==> config.mk <==
export PLATFORM = sky130hd
export DESIGN_NAME = shift_reg_sequencer
export DESIGN_NICKNAME = d
export VERILOG_FILES = /design/src/rtl/shift_reg_sequencer_pkg.sv /design/src/rtl/shift_reg_sequencer_shift_count.sv /design/src/rtl/shift_reg_sequencer.sv
export SDC_FILE = /design/constraint.sdc
export NUM_CORES = 1
export LEC_CHECK = 0
export BUFFER_PORTS_ARGS = -buffer_cell sky130_fd_sc_hd__clkbuf_2
export CAP_MARGIN = 5
export CORE_MARGIN = 2
export CORE_UTILIZATION = 50
export DETAILED_ROUTE_END_ITERATION = 10
export GPL_TIMING_DRIVEN = 0
export PLACE_DENSITY = 0.88
export SETUP_SLACK_MARGIN = 0.02
export SLEW_MARGIN = 20
export SYNTH_ARGS = -nofsm -noshare
export SYNTH_HDL_FRONTEND = slang
export SYNTH_SLANG_ARGS = --single-unit
==> constraint.sdc <==
create_clock -name CLK -period 4.1 [get_ports CLK]
set_input_delay 0.82 -clock CLK [delete_from_list [all_inputs] [get_ports CLK]]
set_output_delay 0.82 -clock CLK [all_outputs]
set_load 0.05 [all_outputs]
==> src/rtl/shift_reg_sequencer_pkg.sv <==
// Shared constants for the universal shift-register sequencer: register modes,
// enable levels, FSM state encoding and default sizing.
package shift_reg_sequencer_pkg;

    localparam int unsigned MAX_SHIFT_DEF = 8;
    localparam int unsigned CNT_W_DEF     = 4;

    localparam logic [1:0] MODO_00 = 2'b00;  // shift
    localparam logic [1:0] MODO_01 = 2'b01;  // rotate
    localparam logic [1:0] MODO_10 = 2'b10;  // parallel load
    localparam logic [1:0] MODO_11 = 2'b11;  // hold

    localparam logic HIGH = 1'b1;
    localparam logic LOW  = 1'b0;

    localparam logic [2:0] ST_IDLE   = 3'd0;
    localparam logic [2:0] ST_LOAD   = 3'd1;
    localparam logic [2:0] ST_SHIFT  = 3'd2;
    localparam logic [2:0] ST_SETTLE = 3'd3;
    localparam logic [2:0] ST_REPORT = 3'd4;

    function automatic logic [1:0] shift_modo(input logic rot);
        return rot ? MODO_01 : MODO_00;
    endfunction

endpackage

==> src/rtl/shift_reg_sequencer_shift_count.sv <==
// Shift-cycle counter: cleared outside the shift phase, flags the final cycle.
module shift_reg_sequencer_shift_count
    import shift_reg_sequencer_pkg::*;
#(
    parameter int unsigned CNT_W = CNT_W_DEF
) (
    input  logic             clk,
    input  logic             rst,
    input  logic             clr_i,
    input  logic             inc_i,
    input  logic [CNT_W-1:0] limit_i,
    output logic [CNT_W-1:0] cnt_o,
    output logic             last_c
);

    logic [CNT_W-1:0] cnt_q;
    logic [CNT_W-1:0] cnt_d;

    always_comb begin
        cnt_d = cnt_q;
        if (clr_i) begin
            cnt_d = '0;
        end else if (inc_i) begin
            cnt_d = cnt_q + CNT_W'(1);
        end
    end

    always_ff @(posedge clk) begin
        if (rst) begin
            cnt_q <= '0;
        end else begin
            cnt_q <= cnt_d;
        end
    end

    assign cnt_o  = cnt_q;
    assign last_c = (cnt_q + CNT_W'(1)) >= limit_i;

endmodule

==> src/rtl/shift_reg_sequencer.sv <==
// Command-driven sequencer for a 4-bit universal shift register: optional load,
// N shift/rotate cycles, then capture of Q and the shifted-out serial bits.
module shift_reg_sequencer
    import shift_reg_sequencer_pkg::*;
#(
    parameter int unsigned MAX_SHIFT = MAX_SHIFT_DEF,
    parameter int unsigned CNT_W     = CNT_W_DEF
) (
    input  logic                 CLK,
    input  logic                 RST,
    input  logic                 CMD_VALID,
    output logic                 CMD_READY,
    input  logic                 CMD_LOAD,
    input  logic                 CMD_ROT,
    input  logic                 CMD_DIR,
    input  logic [CNT_W-1:0]     CMD_COUNT,
    input  logic [3:0]           CMD_DATA,
    input  logic [MAX_SHIFT-1:0] CMD_SER,
    output logic                 ENB,
    output logic                 DIR,
    output logic                 S_IN,
    output logic [1:0]           MODO,
    output logic [3:0]           D,
    input  logic [3:0]           Q,
    input  logic                 S_OUT,
    output logic                 DONE,
    output logic [3:0]           RES_Q,
    output logic [MAX_SHIFT-1:0] RES_SER
);

    localparam logic [MAX_SHIFT-1:0] ONE_HOT0 = {{(MAX_SHIFT-1){1'b0}}, 1'b1};

    logic [2:0]           state_q, state_d;
    logic                 rot_q, rot_d, dir_q, dir_d;
    logic [CNT_W-1:0]     count_q, count_d;
    logic [3:0]           data_q, data_d;
    logic [MAX_SHIFT-1:0] ser_q, ser_d;

    logic                 ready_q, ready_d, enb_q, enb_d, pdir_q, pdir_d;
    logic                 s_in_q, s_in_d, done_q, done_d;
    logic [1:0]           modo_q, modo_d;
    logic [3:0]           d_q, d_d, res_q_q, res_q_d;
    logic [MAX_SHIFT-1:0] res_ser_q, res_ser_d;

    logic                 accept_c;
    logic [CNT_W-1:0]     count_sat_c;
    logic [CNT_W-1:0]     cnt_c;
    logic                 last_c;
    logic [CNT_W-1:0]     shift_idx_c;

    assign accept_c    = CMD_VALID && ready_q;
    assign count_sat_c = (32'(CMD_COUNT) > MAX_SHIFT) ? CNT_W'(MAX_SHIFT) : CMD_COUNT;

    shift_reg_sequencer_shift_count #(
        .CNT_W (CNT_W)
    ) u_shift_count (
        .clk     (CLK),
        .rst     (RST),
        .clr_i   (state_q != ST_SHIFT),
        .inc_i   (state_q == ST_SHIFT),
        .limit_i (count_q),
        .cnt_o   (cnt_c),
        .last_c  (last_c)
    );

    // Outputs are decoded from the next state so they line up with it on the same edge.
    always_comb begin
        state_d     = state_q;
        rot_d       = rot_q;
        dir_d       = dir_q;
        count_d     = count_q;
        data_d      = data_q;
        ser_d       = ser_q;
        ready_d     = LOW;
        enb_d       = LOW;
        pdir_d      = LOW;
        s_in_d      = LOW;
        done_d      = LOW;
        modo_d      = MODO_11;
        d_d         = '0;
        res_q_d     = res_q_q;
        res_ser_d   = res_ser_q;
        shift_idx_c = (state_q == ST_SHIFT) ? cnt_c + CNT_W'(1) : '0;

        case (state_q)
            ST_IDLE: begin
                if (accept_c) begin
                    rot_d     = CMD_ROT;
                    dir_d     = CMD_DIR;
                    count_d   = count_sat_c;
                    data_d    = CMD_DATA;
                    ser_d     = CMD_SER;
                    res_ser_d = '0;
                    if (CMD_LOAD) begin
                        state_d = ST_LOAD;
                    end else if (count_sat_c != '0) begin
                        state_d = ST_SHIFT;
                    end else begin
                        state_d = ST_SETTLE;
                    end
                end
            end
            ST_LOAD:   state_d = (count_q != '0) ? ST_SHIFT : ST_SETTLE;
            ST_SHIFT: begin
                res_ser_d = res_ser_q | ((S_OUT ? ONE_HOT0 : '0) << cnt_c);
                if (last_c) begin
                    state_d = ST_SETTLE;
                end
            end
            ST_SETTLE: begin
                res_q_d = Q;
                state_d = ST_REPORT;
            end
            ST_REPORT: state_d = ST_IDLE;
            default:   state_d = ST_IDLE;
        endcase

        case (state_d)
            ST_IDLE:   ready_d = HIGH;
            ST_LOAD: begin
                enb_d  = HIGH;
                modo_d = MODO_10;
                d_d    = data_d;
            end
            ST_SHIFT: begin
                enb_d  = HIGH;
                modo_d = shift_modo(rot_d);
                pdir_d = dir_d;
                s_in_d = |(ser_d & (ONE_HOT0 << shift_idx_c));
            end
            ST_REPORT: done_d = HIGH;
            default:   ;
        endcase
    end

    always_ff @(posedge CLK) begin
        if (RST) begin
            state_q   <= ST_IDLE;
            rot_q     <= LOW;
            dir_q     <= LOW;
            count_q   <= '0;
            data_q    <= '0;
            ser_q     <= '0;
            ready_q   <= HIGH;
            enb_q     <= LOW;
            pdir_q    <= LOW;
            s_in_q    <= LOW;
            done_q    <= LOW;
            modo_q    <= MODO_11;
            d_q       <= '0;
            res_q_q   <= '0;
            res_ser_q <= '0;
        end else begin
            state_q   <= state_d;
            rot_q     <= rot_d;
            dir_q     <= dir_d;
            count_q   <= count_d;
            data_q    <= data_d;
            ser_q     <= ser_d;
            ready_q   <= ready_d;
            enb_q     <= enb_d;
            pdir_q    <= pdir_d;
            s_in_q    <= s_in_d;
            done_q    <= done_d;
            modo_q    <= modo_d;
            d_q       <= d_d;
            res_q_q   <= res_q_d;
            res_ser_q <= res_ser_d;
        end
    end

    assign CMD_READY = ready_q;
    assign ENB       = enb_q;
    assign DIR       = pdir_q;
    assign S_IN      = s_in_q;
    assign MODO      = modo_q;
    assign D         = d_q;
    assign DONE      = done_q;
    assign RES_Q     = res_q_q;
    assign RES_SER   = res_ser_q;

endmodule
Word-level counts from Yosys, hierarchy flattened
Index checks and enable logic that the tools add are counted.
Cells by class
  $add $sub $neg: 1
  magnitude comparators: 2
  equal/unequal tests: 8
  shifts and indexed selects: 2
  multiplexer cells: 24
  bitwise gates (word level): 4
  reduce and logical (&&, ||, !) cells: 13
Operators by type and width (count)
  2-to-1 mux 8 bit: 3
  2-to-1 mux 4 bit: 4
  case mux 8 bit (2 select lines): 1
  case mux 3 bit (4 select lines): 1
  2-to-1 mux 1 bit: 11
  == test 3 x 2 -> 1 bit (second input constant): 3
  bitwise AND 8 bit: 1
  bitwise OR 8 bit: 1
  nonzero test 4 bit: 2
  OR reduction 2 bit: 4
  OR reduction 8 bit: 1
  left shift 1 x 4 -> 8 bit: 1
  left shift 1 x 4 -> 8 bit (first input constant): 1
  == test 3 x 1 -> 1 bit (second input constant): 2
  logical NOT 3 bit: 2
  2-to-1 mux 3 bit: 2
  adder 4 x 1 -> 4 bit (second input constant): 1
  greater-or-equal comparator 4 bit: 1
  greater-than comparator 4 bit (second input constant): 1
  case mux 2 bit (2 select lines): 1
  AND reduction 2 bit: 2
  == test 3 bit (second input constant): 1
  != test 3 x 2 -> 1 bit (second input constant): 1
  2-to-1 mux 2 bit: 1
  other kinds (4): 5
Word-level totals
  register bits: 48
  output and inout port bits: 23
  logic and storage cells: 70

Depth between registers and ports, before layout
  depth in word-level cells: 10
  mapped depth: 9
  mapped depth without buffers: 9

Cells and area by module
From an unflattened synthesis, not the netlist that was laid out.
Second synthesis, totals
  cell total of the unflattened synthesis: 216
  area, all modules: 2080.7 um2
By module, submodules not included
  shift_reg_sequencer: instances 1, cells an instance 186, area each 1803.0 um2, sequential area each 880.8 um2
  shift_reg_sequencer_shift_count: instances 1, cells an instance 30, area each 277.8 um2, sequential area each 80.1 um2

Worst setup path before layout
Ideal clock, no wire load.
  path kind: input port to flip-flop
  start point: input port CMD_VALID
  end point: register s_in_q (netlist: S_IN)
  setup time: 0.127 ns
  arrival time: 2.131 ns
  required time: 3.973 ns
  setup slack: 1.842 ns
  stages on the path: 5
  path buffers: 0
  path through: nand4bb_4 > nor2_2 > mux4_2 > a2111o_1 > nor4b_1
Between the ends
  cells in the longest elaborated chain, start to end: 6
  elaborated cells on any way between the ends: 10
  those cells by class: eq/ne: 1; mux: 4; bitwise: 2; reduce/logical: 3
RTL lines
  start: declaration: line shift_reg_sequencer.sv:11  | input logic CMD_VALID,
  logical AND 1 bit *: line shift_reg_sequencer.sv:51  | assign accept_c = CMD_VALID && ready_q;
  2-to-1 mux 3 bit: line shift_reg_sequencer.sv:87  | if (accept_c) begin
  case mux 3 bit (4 select lines): line shift_reg_sequencer.sv:85  | case (state_q)
  == test 3 x 2 -> 1 bit: line shift_reg_sequencer.sv:118  | case (state_d)
  inverter 1 bit (no source line)
  OR reduction 2 bit (no source line)
  end signal: assignment: line shift_reg_sequencer.sv:163  | s_in_q <= s_in_d;
  end: declaration: line shift_reg_sequencer.sv:40  | logic s_in_q, s_in_d, done_q, done_d;
Every way passes the cells marked *; elsewhere a longest branch is shown, timed or not.
A chain may end at the register's enable or synchronous reset.

Worst setup path after layout
  start point: register u_shift_count.cnt_q[0] (netlist: u_shift_count.cnt_o[0])
  end point: register s_in_q (netlist: S_IN)
Between the ends
  cells in the longest elaborated chain, start to end: 7
  elaborated cells on any way between the ends: 11
  those cells by class: add/sub: 1; order compare: 1; eq/ne: 1; shift: 1; mux: 3; bitwise: 2; reduce/logical: 2
RTL lines
  start: declaration: line shift_reg_sequencer_shift_count.sv:16  | logic [CNT_W-1:0] cnt_q;
  start signal: assignment: line shift_reg_sequencer_shift_count.sv:32  | cnt_q <= cnt_d;
  adder 4 x 1 -> 4 bit *: line shift_reg_sequencer_shift_count.sv:37, shift_reg_sequencer.sv:83
  greater-or-equal comparator 4 bit: line shift_reg_sequencer_shift_count.sv:37  | assign last_c = (cnt_q + CNT_W'(1)) >= limit_i;
  2-to-1 mux 3 bit: line shift_reg_sequencer.sv:106  | if (last_c) begin
  case mux 3 bit (4 select lines): line shift_reg_sequencer.sv:85
  == test 3 x 2 -> 1 bit: line shift_reg_sequencer.sv:118
  inverter 1 bit (no source line)
  OR reduction 2 bit (no source line)
Marked as above.

==> reports/summary.txt <==
post-synth cell types: 44
sequential area share after synthesis: 0.482
drt total wl: 4.37 mm
CTS tree: done
setup TNS: 0 ps
post-cts resize count: 0
critical path buffer and inverter count: 1
Setup crit end kind: flip-flop
via-per-instance ratio: 5.37
Diodes inserted: 0
top cell type's share of synthesized area: 0.482
Rel. slew slack: 0.614
# clock sinks: 48
DRT iter0 DRCs: 67
most area-consuming cells after synthesis: dfxtp_1 (48%), nand2_1 (6.6%), a21oi_1 (5.0%), nor2_1 (4.3%), ha_1 (3.1%)
final setup vio count: 0
Initial DRT Pass Iterations: 4
wire per inst: 13.5 um
Post-Syn Instances: 222
CTS clk-pin slew, worst paths: 80 ps
remaining global-route overflow: 0
Synth area leader: dfxtp_1
first-pass GRT wire length: 7.00 mm
Worst-Skew Late Latency: 300 ps
Post-synth top flop: dfxtp_1
I/O Buffers: 49
Multi-input gate area: 957 um2
CTS buffer count: 5
mapped cell area: 0.00199 mm2
Ys Warns: 0
Avg Inst Size Synth: 8.98 um2
required time worst endpoint: 4300 ps
CP arrival: 2630 ps
Net Count, Synth: 254
ANT nets after route: 0
Rows: 22
PD cells: 566 mW/mm2
NumNets Final: 310
Peak VDD IR: 0.000317 V
Die Ht: 67.2 um
# IOs: 50
H-tree Lvls: 2
largest net degree at the start of global routing: 13
vias in the first global route: 1600
worst-path cell chain: ha_1 > xnor2_1 > inv_1 > ha_1 > o21ai_0 > o21ai_0 > o211ai_1 > nand3_1 > nor4b_1
hold_buf cts: 0
drc violations: 0
Reg area: 961 um2
die width: 67.2 um
area delta synth->final: 18.8%
slowest stage delay, CP: 420 ps
LEAKAGE: 1.01 nW
min Tclk post-route: 2440 ps
layout cells sized above 1: 0.232
clk buf depth: 2
die area: 0.00451 mm2
Hold WC Path Type: flip-flop to flip-flop
Fillers: 331
gpl congestion: 0.842
slowest stage cell, crit path: dfxtp_1
clk_skew: 6.84 ps
initial core utilization: 0.533
Post-synth EDFFs: 0
initial antenna violation count: 0
startpoint type of the worst setup path: flip-flop
Crit Path Class: flip-flop to flip-flop
Final Util: 0.633
Core Area: 0.00374 mm2
#FFs+latches synth: 48
family with the most delay on the worst path: simple AND/OR/NAND/NOR gates
RSZ-0062 raised after global routing: no
fmax: 410 MHz
final period utilization: 0.594
run status: finished, final reports clean
fin. max-slew vios: 0
MaxCap Viol Count: 0
Global Route Usage Sum: 0.210
Post-CTS Setup Repair Bufs: 0
CP Max Fanout: 10
DR vias: 1739
clock root buffer: clkbuf_8
Worst-Margin Slew: 574 ps
async set or reset register ratio after synthesis: 0
Post-DP HPWL: 3.36 mm
Final Hold Viols: 0
-- synth_stat cells, drive strengths merged (2+ instances only) --
cell / instances
clkbuf: 9
nor3: 4
a211o: 2
and3: 3
inv: 8
a21o: 2
mux2i: 4
o221ai: 2
a21oi: 20
nand3: 8
nor2b: 3
and3b: 2
nor2: 25
ha: 5
nand3b: 3
and2: 2
buf: 2
nor3b: 3
nand2: 35
nand2b: 2
a22oi: 8
mux4: 2
dfxtp: 48
nor4: 2
o21ai: 3
-- worst register-to-register path, delay by kind of cell, from the launching register on --
kind / cells / cell delay [ps]
buf+inv: 1 / 90
fa+ha+maj: 2 / 530
flops: 1 / 420
compound gates: 3 / 390
simple gates: 2 / 590
xor+xnor: 1 / 310
-- worst paths after layout --
kind                          startpoint     to  slack (ps)  depth (start not counted)
setup / recovery  u_shift_count.cnt_o[0]   S_IN        1660                          9
hold / removal                     rot_q  rot_q         450                          2
setup reg to reg  u_shift_count.cnt_o[0]   S_IN        1660                          9
hold reg to reg                    rot_q  rot_q         450                          2
-- through the flow --
stage | cells | hold WS, ps | instance area (um2) | setup slack [ps] | total power [mW]
final | 324 | 452 | 2370 | 1660 | 1.34
after global placement | 319 | 437 | 2300 | 1590 | 1.08
after CTS | 324 | 455 | 2370 | 1660 | 1.34
after global routing | 324 | 480 | 2370 | 1480 | 1.42
after detailed placement | 319 | 447 | 2300 | 1590 | 1.10
after floorplan | 222 | 432 | 1990 | 1840 | 0.971
-- final cells by class --
type | instances | share of cell area
Timing Repair Buffer | 49 | 0.104
Tap cell | 48 | 0.0254
Sequential cell | 48 | 0.406
Inverter | 8 | 0.0127
Buffer | 11 | 0.0195
Clock buffer | 5 | 0.0291
Multi-Input combinational cell | 155 | 0.404
-- logic make-up after synthesis --
group	count (synthesis)	share of synthesized area
AOI/OAI and AO/OA	45	0.146
xor gates and xnor gates	2	0.00878
adders and majority gates	5	0.0314
buffers and inverters	19	0.0383
DFF	48	0.482
muxes	7	0.0502
and+or+nand+nor	96	0.243
-- routing by layer --
| layer | global-route usage | vias up | share of wire |
|---|---|---|---|
| met1 | 0.259 | 795 | 0.43 |
| met4 | 0.102 | 0 | 0.019 |
| met5 | 0 | - | 0 |
| met2 | 0.355 | 53 | 0.49 |
| met3 | 0.0350 | 7 | 0.061 |
| li1 | - | 884 | - |
-- cells in the final DEF, fill, tap and decap left out, types with 2 or more instances in the layout --
cell	count
dfxtp_1	48
nor3b_1	3
and2_1	2
clkbuf_2	49
ha_1	5
nor4_1	2
and3_1	3
nand3_1	8
nor3_1	4
nand2b_1	2
nand3b_1	3
and3b_1	2
a21o_1	2
nand2_1	35
inv_1	7
a21oi_1	20
nor2_1	23
clkbuf_1	9
clkbuf_8	5
nor2b_1	3
mux2i_1	4
o221ai_1	2
a22oi_1	8
a211o_1	2
o21ai_0	3
nor2_2	2
-- registers in the layout, summed over array words and instances, names as in the netlist, 3 cells and up --
signal,cells
count_q,4
state_q,3
ser_q,8
u_shift_count.cnt_o,4
RES_Q,4
D,4
RES_SER,8
data_q,4
-- power by group --
| group | total, mW | switching, mW | internal, mW | leakage [nW] |
|---|---|---|---|---|
| sequential | 0.579 | 0.0440 | 0.535 | 0.390 |
| combinational | 0.512 | 0.340 | 0.171 | 0.588 |
| clock | 0.249 | 0.139 | 0.110 | 0.0359 |
(Power assumes the default switching activity.)
